===== config.mk =====
export PLATFORM = sky130hd
export DESIGN_NAME = cam_ctrl_flat
export DESIGN_NICKNAME = d
export VERILOG_FILES = /design/src/rtl/cam_ctrl_if.sv /design/src/rtl/cam_ctrl.sv /design/src/flat_wrapper.sv
export SDC_FILE = /design/constraint.sdc
export NUM_CORES = 1
export LEC_CHECK = 0
export ABC_AREA = 1
export CAP_MARGIN = 20
export CORE_MARGIN = 5
export CORE_UTILIZATION = 44
export CTS_BUF_LIST = sky130_fd_sc_hd__clkbuf_16
export CTS_CLUSTER_DIAMETER = 80
export DETAILED_ROUTE_END_ITERATION = 10
export GPL_TIMING_DRIVEN = 0
export PLACE_DENSITY = 0.74
export SLEW_MARGIN = 30
export SYNTH_ARGS = -nofsm -noshare
export SYNTH_HDL_FRONTEND = slang
export SYNTH_SLANG_ARGS = --single-unit

===== constraint.sdc =====
create_clock -name clk -period 1.45 [get_ports clk]
set_input_delay 0.29 -clock clk [delete_from_list [all_inputs] [get_ports clk]]
set_output_delay 0.29 -clock clk [all_outputs]
set_load 0.01 [all_outputs]

===== src/rtl/cam_ctrl_if.sv =====
// Lookup/learn/flush handshake between a requester and cam_ctrl.
// master = requester side, slave = cam_ctrl side.
interface cam_ctrl_if #(
   parameter int AW = 5,
   parameter int DW = 8
);
   logic          lk_req;
   logic [DW-1:0] lk_data;
   logic          lk_ack;
   logic          lk_hit;
   logic [AW-1:0] lk_idx;

   logic          ln_req;
   logic [DW-1:0] ln_data;
   logic          ln_ack;
   logic          ln_hit;
   logic          ln_full;
   logic [AW-1:0] ln_idx;

   logic          flush;

   modport master (
      output lk_req, lk_data, ln_req, ln_data, flush,
      input  lk_ack, lk_hit, lk_idx, ln_ack, ln_hit, ln_full, ln_idx
   );

   modport slave (
      input  lk_req, lk_data, ln_req, ln_data, flush,
      output lk_ack, lk_hit, lk_idx, ln_ack, ln_hit, ln_full, ln_idx
   );
endinterface


===== src/rtl/cam_ctrl.sv =====
// CAM lookup/learn sequencer: searches the CAM, appends learn misses at wr_ptr,
// services flush. Define CAM_CTRL_RR_EN for round-robin lookup/learn arbitration
// (default build: learn always wins a tie).
//
// state  | meaning
// IDLE   | sample pending flush, then requests
// SEARCH | CAM search driven with the granted key
// CHECK  | CAM result valid, decide outcome
// WRITE  | learn miss: key written at wr_ptr
// RESP   | one-cycle ack, results valid
// FLUSH  | CAM reset pulse, table emptied
module cam_ctrl #(
   parameter int DEPTH = 16,
   parameter int AW    = 5,
   parameter int DW    = 8
) (
   input  logic          clk,
   input  logic          rst_n,
   cam_ctrl_if.slave     req_if,
   output logic          cam_enable,
   output logic          cam_write,
   output logic          cam_rst_n,
   output logic [AW-1:0] cam_addr,
   output logic [DW-1:0] cam_data,
   input  logic [AW-1:0] cam_out,
   input  logic          cam_found,
   output logic          busy,
   output logic [AW:0]   count
);

   typedef enum logic [2:0] {
      IDLE   = 3'd0,
      SEARCH = 3'd1,
      CHECK  = 3'd2,
      WRITE  = 3'd3,
      RESP   = 3'd4,
      FLUSH  = 3'd5
   } state_t;

   localparam logic [AW:0]   CNT_FULL = (AW+1)'(DEPTH);
   localparam logic [AW-1:0] PTR_LAST = AW'(DEPTH-1);

   state_t        state;
   logic          grant_ln;
   logic          flush_pend;
   logic [AW-1:0] wr_ptr;
   logic [DW-1:0] key;
   logic          pick_ln;

   always_comb begin
`ifdef CAM_CTRL_RR_EN
      pick_ln = req_if.ln_req && (!req_if.lk_req || !grant_ln);
`else
      pick_ln = req_if.ln_req;
`endif
   end

   assign busy = (state != IDLE);

   always_ff @(posedge clk or negedge rst_n) begin
      if (!rst_n) begin
         state          <= IDLE;
         grant_ln       <= 1'b0;
         flush_pend     <= 1'b0;
         wr_ptr         <= '0;
         count          <= '0;
         key            <= '0;
         cam_enable     <= 1'b0;
         cam_write      <= 1'b0;
         cam_rst_n      <= 1'b1;
         cam_addr       <= '0;
         cam_data       <= '0;
         req_if.lk_ack  <= 1'b0;
         req_if.lk_hit  <= 1'b0;
         req_if.lk_idx  <= '0;
         req_if.ln_ack  <= 1'b0;
         req_if.ln_hit  <= 1'b0;
         req_if.ln_full <= 1'b0;
         req_if.ln_idx  <= '0;
      end else begin
         req_if.lk_ack <= 1'b0;
         req_if.ln_ack <= 1'b0;
         cam_enable    <= 1'b0;
         cam_write     <= 1'b0;
         cam_rst_n     <= 1'b1;
         if (req_if.flush) begin
            flush_pend <= 1'b1;
         end

         case (state)
            IDLE: begin
               if (flush_pend || req_if.flush) begin
                  flush_pend <= 1'b0;
                  cam_rst_n  <= 1'b0;
                  count      <= '0;
                  wr_ptr     <= '0;
                  state      <= FLUSH;
               end else if (req_if.lk_req || req_if.ln_req) begin
                  grant_ln   <= pick_ln;
                  key        <= pick_ln ? req_if.ln_data : req_if.lk_data;
                  cam_data   <= pick_ln ? req_if.ln_data : req_if.lk_data;
                  cam_enable <= 1'b1;
                  state      <= SEARCH;
               end
            end

            SEARCH: begin
               state <= CHECK;
            end

            CHECK: begin
               if (!grant_ln) begin
                  req_if.lk_ack <= 1'b1;
                  req_if.lk_hit <= cam_found;
                  req_if.lk_idx <= cam_out;
                  state         <= RESP;
               end else if (cam_found) begin
                  req_if.ln_ack  <= 1'b1;
                  req_if.ln_hit  <= 1'b1;
                  req_if.ln_full <= 1'b0;
                  req_if.ln_idx  <= cam_out;
                  state          <= RESP;
               end else if (count == CNT_FULL) begin
                  // table full: report without touching the CAM, ln_idx keeps its value
                  req_if.ln_ack  <= 1'b1;
                  req_if.ln_hit  <= 1'b0;
                  req_if.ln_full <= 1'b1;
                  state          <= RESP;
               end else begin
                  cam_enable <= 1'b1;
                  cam_write  <= 1'b1;
                  cam_addr   <= wr_ptr;
                  cam_data   <= key;
                  wr_ptr     <= (wr_ptr == PTR_LAST) ? '0 : wr_ptr + 1'b1;
                  count      <= count + 1'b1;
                  state      <= WRITE;
               end
            end

            WRITE: begin
               req_if.ln_ack  <= 1'b1;
               req_if.ln_hit  <= 1'b0;
               req_if.ln_full <= 1'b0;
               req_if.ln_idx  <= cam_addr;
               state          <= RESP;
            end

            RESP: begin
               state <= IDLE;
            end

            FLUSH: begin
               state <= IDLE;
            end

            default: begin
               state <= IDLE;
            end
         endcase
      end
   end

endmodule


===== src/flat_wrapper.sv =====
// flat-port wrapper written by rule: the top's interface ports become plain ports
module cam_ctrl_flat 
#(
   parameter int DEPTH = 16,
   parameter int AW    = 5,
   parameter int DW    = 8
)
  (clk, rst_n, cam_enable, cam_write, cam_rst_n, cam_addr, cam_data, cam_out, cam_found, busy, count, req_if_lk_req, req_if_lk_data, req_if_ln_req, req_if_ln_data, req_if_flush, req_if_lk_ack, req_if_lk_hit, req_if_lk_idx, req_if_ln_ack, req_if_ln_hit, req_if_ln_full, req_if_ln_idx);
  cam_ctrl_if #(.AW(AW), .DW(DW)) req_if_i ();
  input  logic clk;
  input  logic rst_n;
  output logic cam_enable;
  output logic cam_write;
  output logic cam_rst_n;
  output logic [AW-1:0] cam_addr;
  output logic [DW-1:0] cam_data;
  input  logic [AW-1:0] cam_out;
  input  logic cam_found;
  output logic busy;
  output logic [AW:0] count;
  input wire logic [$bits(req_if_i.lk_req)-1:0] req_if_lk_req;
  input wire logic [$bits(req_if_i.lk_data)-1:0] req_if_lk_data;
  input wire logic [$bits(req_if_i.ln_req)-1:0] req_if_ln_req;
  input wire logic [$bits(req_if_i.ln_data)-1:0] req_if_ln_data;
  input wire logic [$bits(req_if_i.flush)-1:0] req_if_flush;
  output wire logic [$bits(req_if_i.lk_ack)-1:0] req_if_lk_ack;
  output wire logic [$bits(req_if_i.lk_hit)-1:0] req_if_lk_hit;
  output wire logic [$bits(req_if_i.lk_idx)-1:0] req_if_lk_idx;
  output wire logic [$bits(req_if_i.ln_ack)-1:0] req_if_ln_ack;
  output wire logic [$bits(req_if_i.ln_hit)-1:0] req_if_ln_hit;
  output wire logic [$bits(req_if_i.ln_full)-1:0] req_if_ln_full;
  output wire logic [$bits(req_if_i.ln_idx)-1:0] req_if_ln_idx;
  assign req_if_i.lk_req = req_if_lk_req;
  assign req_if_i.lk_data = req_if_lk_data;
  assign req_if_i.ln_req = req_if_ln_req;
  assign req_if_i.ln_data = req_if_ln_data;
  assign req_if_i.flush = req_if_flush;
  assign req_if_lk_ack = req_if_i.lk_ack;
  assign req_if_lk_hit = req_if_i.lk_hit;
  assign req_if_lk_idx = req_if_i.lk_idx;
  assign req_if_ln_ack = req_if_i.ln_ack;
  assign req_if_ln_hit = req_if_i.ln_hit;
  assign req_if_ln_full = req_if_i.ln_full;
  assign req_if_ln_idx = req_if_i.ln_idx;
  cam_ctrl #(.DEPTH(DEPTH), .AW(AW), .DW(DW)) u_core (.clk(clk), .rst_n(rst_n), .req_if(req_if_i), .cam_enable(cam_enable), .cam_write(cam_write), .cam_rst_n(cam_rst_n), .cam_addr(cam_addr), .cam_data(cam_data), .cam_out(cam_out), .cam_found(cam_found), .busy(busy), .count(count));
endmodule

==> metrics.md <==
| Metric | Value |
|---|---|
| Outcome | `finished with violations` |
| Violations in the final reports | `negative setup slack` |
| Number of synthesized flops with an enable pin | `0` |
| Fraction of power consumed by combinational cells | `0.502` |
| Nets in the synthesized netlist | `377` |
| Hold WC Path Type | `primary input to asynchronous set/reset pin` |
| Routability congestion estimate from global placement | `0.8415` |
| Total via count after detailed routing | `2,755` |
| Area overhead of the layout relative to synthesis | `54.18%` |
| Net Sw Frac | `0.3919` |
| Reported net switching power | `2780 uW` |
| I/O pin total | `65` |
| Clock latency on the worst-skew pair | `0.29 ns` |
| Final worst path period need | `1.498 ns` |
| Count of nets left with antenna violations after detail routing | `0` |
| Post-Route Utilization | `0.6942` |
| Synthesis Warnings | `0` |
| List of most frequent post-synthesis cells | `sky130_fd_sc_hd__nand2_1 (137), sky130_fd_sc_hd__dfrtp_1 (54), sky130_fd_sc_hd__o21ai_0 (40), sky130_fd_sc_hd__inv_1 (31), sky130_fd_sc_hd__nand3_1 (21)` |
| Instance count of the mapped netlist | `347` |
| Fraction of layout cells with a size suffix above 1 | `0.3129` |
| P per Cell Area | `1619 nW/um^2` |
| Maximum clock insertion buffer count | `2` |
| Clk Tree Root Cell | `sky130_fd_sc_hd__clkbuf_16` |
| Die boundary width | `90.38 um` |
| Leakage | `0.002303 uW` |
| Pre-CTS setup slack | `-0.3313 ns` |
| Iteration count of the initial detailed-routing pass | `5` |
| Grt ovf | `0` |
| # port buffers | `63` |
| Net count, final | `486` |
| TritonCTS clock tree | `built` |
| Share of the clock period used by the worst path | `1.033` |
| Detailed router's first-iteration violation count | `156` |
| Number of H-tree levels | `2` |
| Worst VDD drop | `0.0009578 V` |
| Synth Area per Inst | `8.192 um^2` |
| Area of the core | `6314 um^2` |
| Tightest slew margin relative to the limit | `0.7396` |
| Maximum operating frequency | `0.6677 GHz` |
| CP Data Arrival Time | `1.21 ns` |
| Yosys reg bits | `55` |
| Die H | `90.38 um` |
| Hold Vio Cnt, Final | `0` |
| Max-cap violations | `0` |
| Number of antenna violations at the first check in global routing | `0` |
| Number of global-route vias before repair | `2,655` |
| Mapped cell area | `2843 um^2` |
| Routed wire length per instance | `14.83 um` |
| Clock power share | `0.166` |
| CP max FO | `3` |
| Synth Flop Type | `sky130_fd_sc_hd__dfrtp_1` |
| Largest net degree at the start of global routing | `31` |
| Area fraction of the dominant cell type after synthesis | `0.4754` |
| Proportion of synthesized chip area in sequential cells | `0.4846` |
| Final critical-path setup slack | `-0.04772 ns` |
| Final Skew | `0.006361 ns` |
| Worst-Margin Slew | `0.3865 ns` |
| Critical path type | `flop to primary output` |
| Unrepaired setup endpoints after global routing | `true` |
| Worst hold slack across all endpoints | `0.4475 ns` |
| Drc violations | `0` |
| Number of distinct library cell variants in the gate-level netlist after synthesis | `31` |
| Sink count of the clock tree | `55` |
| Worst setup SP type | `flop` |
| Worst-path clk slew | `0.07 ns` |
| Sum of internal, switching and leakage power | `7094 uW` |
| Critical Path End Type | `primary output` |
| Library cell with the highest instance count after synthesis | `sky130_fd_sc_hd__nand2_1` |
| Required time at the endpoint of the critical path | `1.16 ns` |
| Rows | `29` |
| Total Routed Length | `7921 um` |
| Internal Power | `4314 uW` |
| GRT Overall Usage | `0.1787` |
| CTS Buf Count | `5` |
| Cell type with the largest total area after synthesis | `sky130_fd_sc_hd__dfrtp_1` |
| Share of synthesized flip-flops with an asynchronous set or reset | `1.000` |
| Diode count | `0` |
| Cell types with the largest area share after synthesis | `sky130_fd_sc_hd__dfrtp_1 (48%), sky130_fd_sc_hd__nand2_1 (18%), sky130_fd_sc_hd__o21ai_0 (7.0%)` |
| Filler Cells Inserted | `461` |
| DIE AREA | `8169 um^2` |
| Setup-failing EPs final | `14` |
| Flop pwr share | `0.332` |
| Vias per cell | `5.159` |
| Final number of max-transition violations | `0` |
| First-pass GRT wire length | `12,340 um` |
| DP HPWL | `5043 um` |
| Setup tns final | `-0.3589 ns` |
| Initial Util | `0.4503` |
## cell type report
type	instances	area [um^2]	area share
multi-input combinational	249	1515	0.3457
sequential	55	1385	0.3160
timing repair buffer	100	997.2	0.2275
inverter	36	157.7	0.03597
clock buffer	5	125.1	0.02855
tap	77	96.34	0.02198
buffer	9	90.09	0.02055
clock inverter	3	16.27	0.003711
## power by group through the flow
stage	Combinational (uW)	Sequential [uW]	Clock, uW
2_1_floorplan	1380	2490	0
3_3_place_gp	2620	2350	0
3_5_place_dp	2670	2370	0
4_1_cts	2710	2330	1190
5_1_grt	3850	2400	1240
6_report	3560	2360	1180
## metal layers
| layer | share of wire | global-route usage |
|---|---|---|
| met1 | 0.41 | 0.2214 |
| met2 | 0.52 | 0.3165 |
| met3 | 0.048 | 0.03083 |
| met4 | 0.024 | 0.05335 |
| met5 | 0 | 0 |
## sequential cells by signal, indices dropped and copies added (netlist names), 3 cells and up
register              flops
u_core.cam_data           8
u_core.key                8
u_core.count              6
u_core.cam_addr           5
u_core.req_if.lk_idx      5
u_core.req_if.ln_idx      5
u_core.wr_ptr             5
u_core.state              3
## worst max-delay path: stages, from the launching register on
cell and delay (ns):
sky130_fd_sc_hd__dfrtp_2 0.45, sky130_fd_sc_hd__nor2_8 0.13, sky130_fd_sc_hd__inv_2 0.05, sky130_fd_sc_hd__nor2_4 0.12, sky130_fd_sc_hd__inv_2 0.05, sky130_fd_sc_hd__buf_6 0.11
## through the flow
stage | area, um^2 | std cells
finish | 4383 | 534
global route | 4383 | 534
CTS | 3904 | 513
detailed placement | 3590 | 488
global placement | 3572 | 487
floorplan | 2845 | 347
## final timing paths
kind	startpoint	end	slack (ns)	cells after the start
max	u_core.state[0]	busy	-0.05	5
min	rst_n	u_core.req_if.lk_idx[0]	0.45	2
max reg2reg	u_core.count[0]	u_core.count[0]	-0.05	9
min reg2reg	u_core.req_if.lk_idx[2]	u_core.req_if.lk_idx[2]	0.48	2
max in group asynchronous	rst_n	u_core.cam_rst_n	0.47	3
min in group clk	u_core.req_if.lk_idx[2]	u_core.req_if.lk_idx[2]	0.48	2
## kinds of logic after synthesis
kind of cell,after synthesis,synth area share
simple gates,196,0.3327
buf+inv,45,0.07526
xor+xnor,1,0.003082
compound gates,47,0.09111
flops,55,0.4846
fa+ha+maj,3,0.01321
## cell usage in the layout (no fill, tap or decap), types with 3 or more instances in the layout
master	netlist	final
sky130_fd_sc_hd__buf_6	4	11
sky130_fd_sc_hd__nand2_1	137	106
sky130_fd_sc_hd__o21ai_1	2	10
sky130_fd_sc_hd__nor2_8	3	3
sky130_fd_sc_hd__inv_2	3	6
sky130_fd_sc_hd__nor2_1	15	11
sky130_fd_sc_hd__buf_2	3	3
sky130_fd_sc_hd__dfrtp_2	0	6
sky130_fd_sc_hd__o21ai_0	40	22
sky130_fd_sc_hd__o21ai_2	1	11
sky130_fd_sc_hd__dlymetal6s2s_1	0	4
sky130_fd_sc_hd__nand2_8	3	6
sky130_fd_sc_hd__nor3_1	5	3
sky130_fd_sc_hd__dfrtp_1	54	48
sky130_fd_sc_hd__nand3_1	21	18
sky130_fd_sc_hd__nand2_4	1	5
sky130_fd_sc_hd__nand2_2	2	27
sky130_fd_sc_hd__clkdlybuf4s50_1	0	24
sky130_fd_sc_hd__nand3_4	3	4
sky130_fd_sc_hd__nor2_4	2	6
sky130_fd_sc_hd__dlygate4sd2_1	0	32
sky130_fd_sc_hd__buf_4	1	24
sky130_fd_sc_hd__buf_12	0	4
sky130_fd_sc_hd__inv_1	31	26
sky130_fd_sc_hd__buf_8	0	3
sky130_fd_sc_hd__clkbuf_16	0	6
## timing repair
action                     CTS  global route
cloned                       1             4
setup buffers               15            17
hold buffers                 1             0
pin swaps                    4            21
hold endpoints to repair    25             0
resized for setup           58           101
setup endpoints to repair   72            48
No activity file was read; power rests on OpenSTA's default activity.
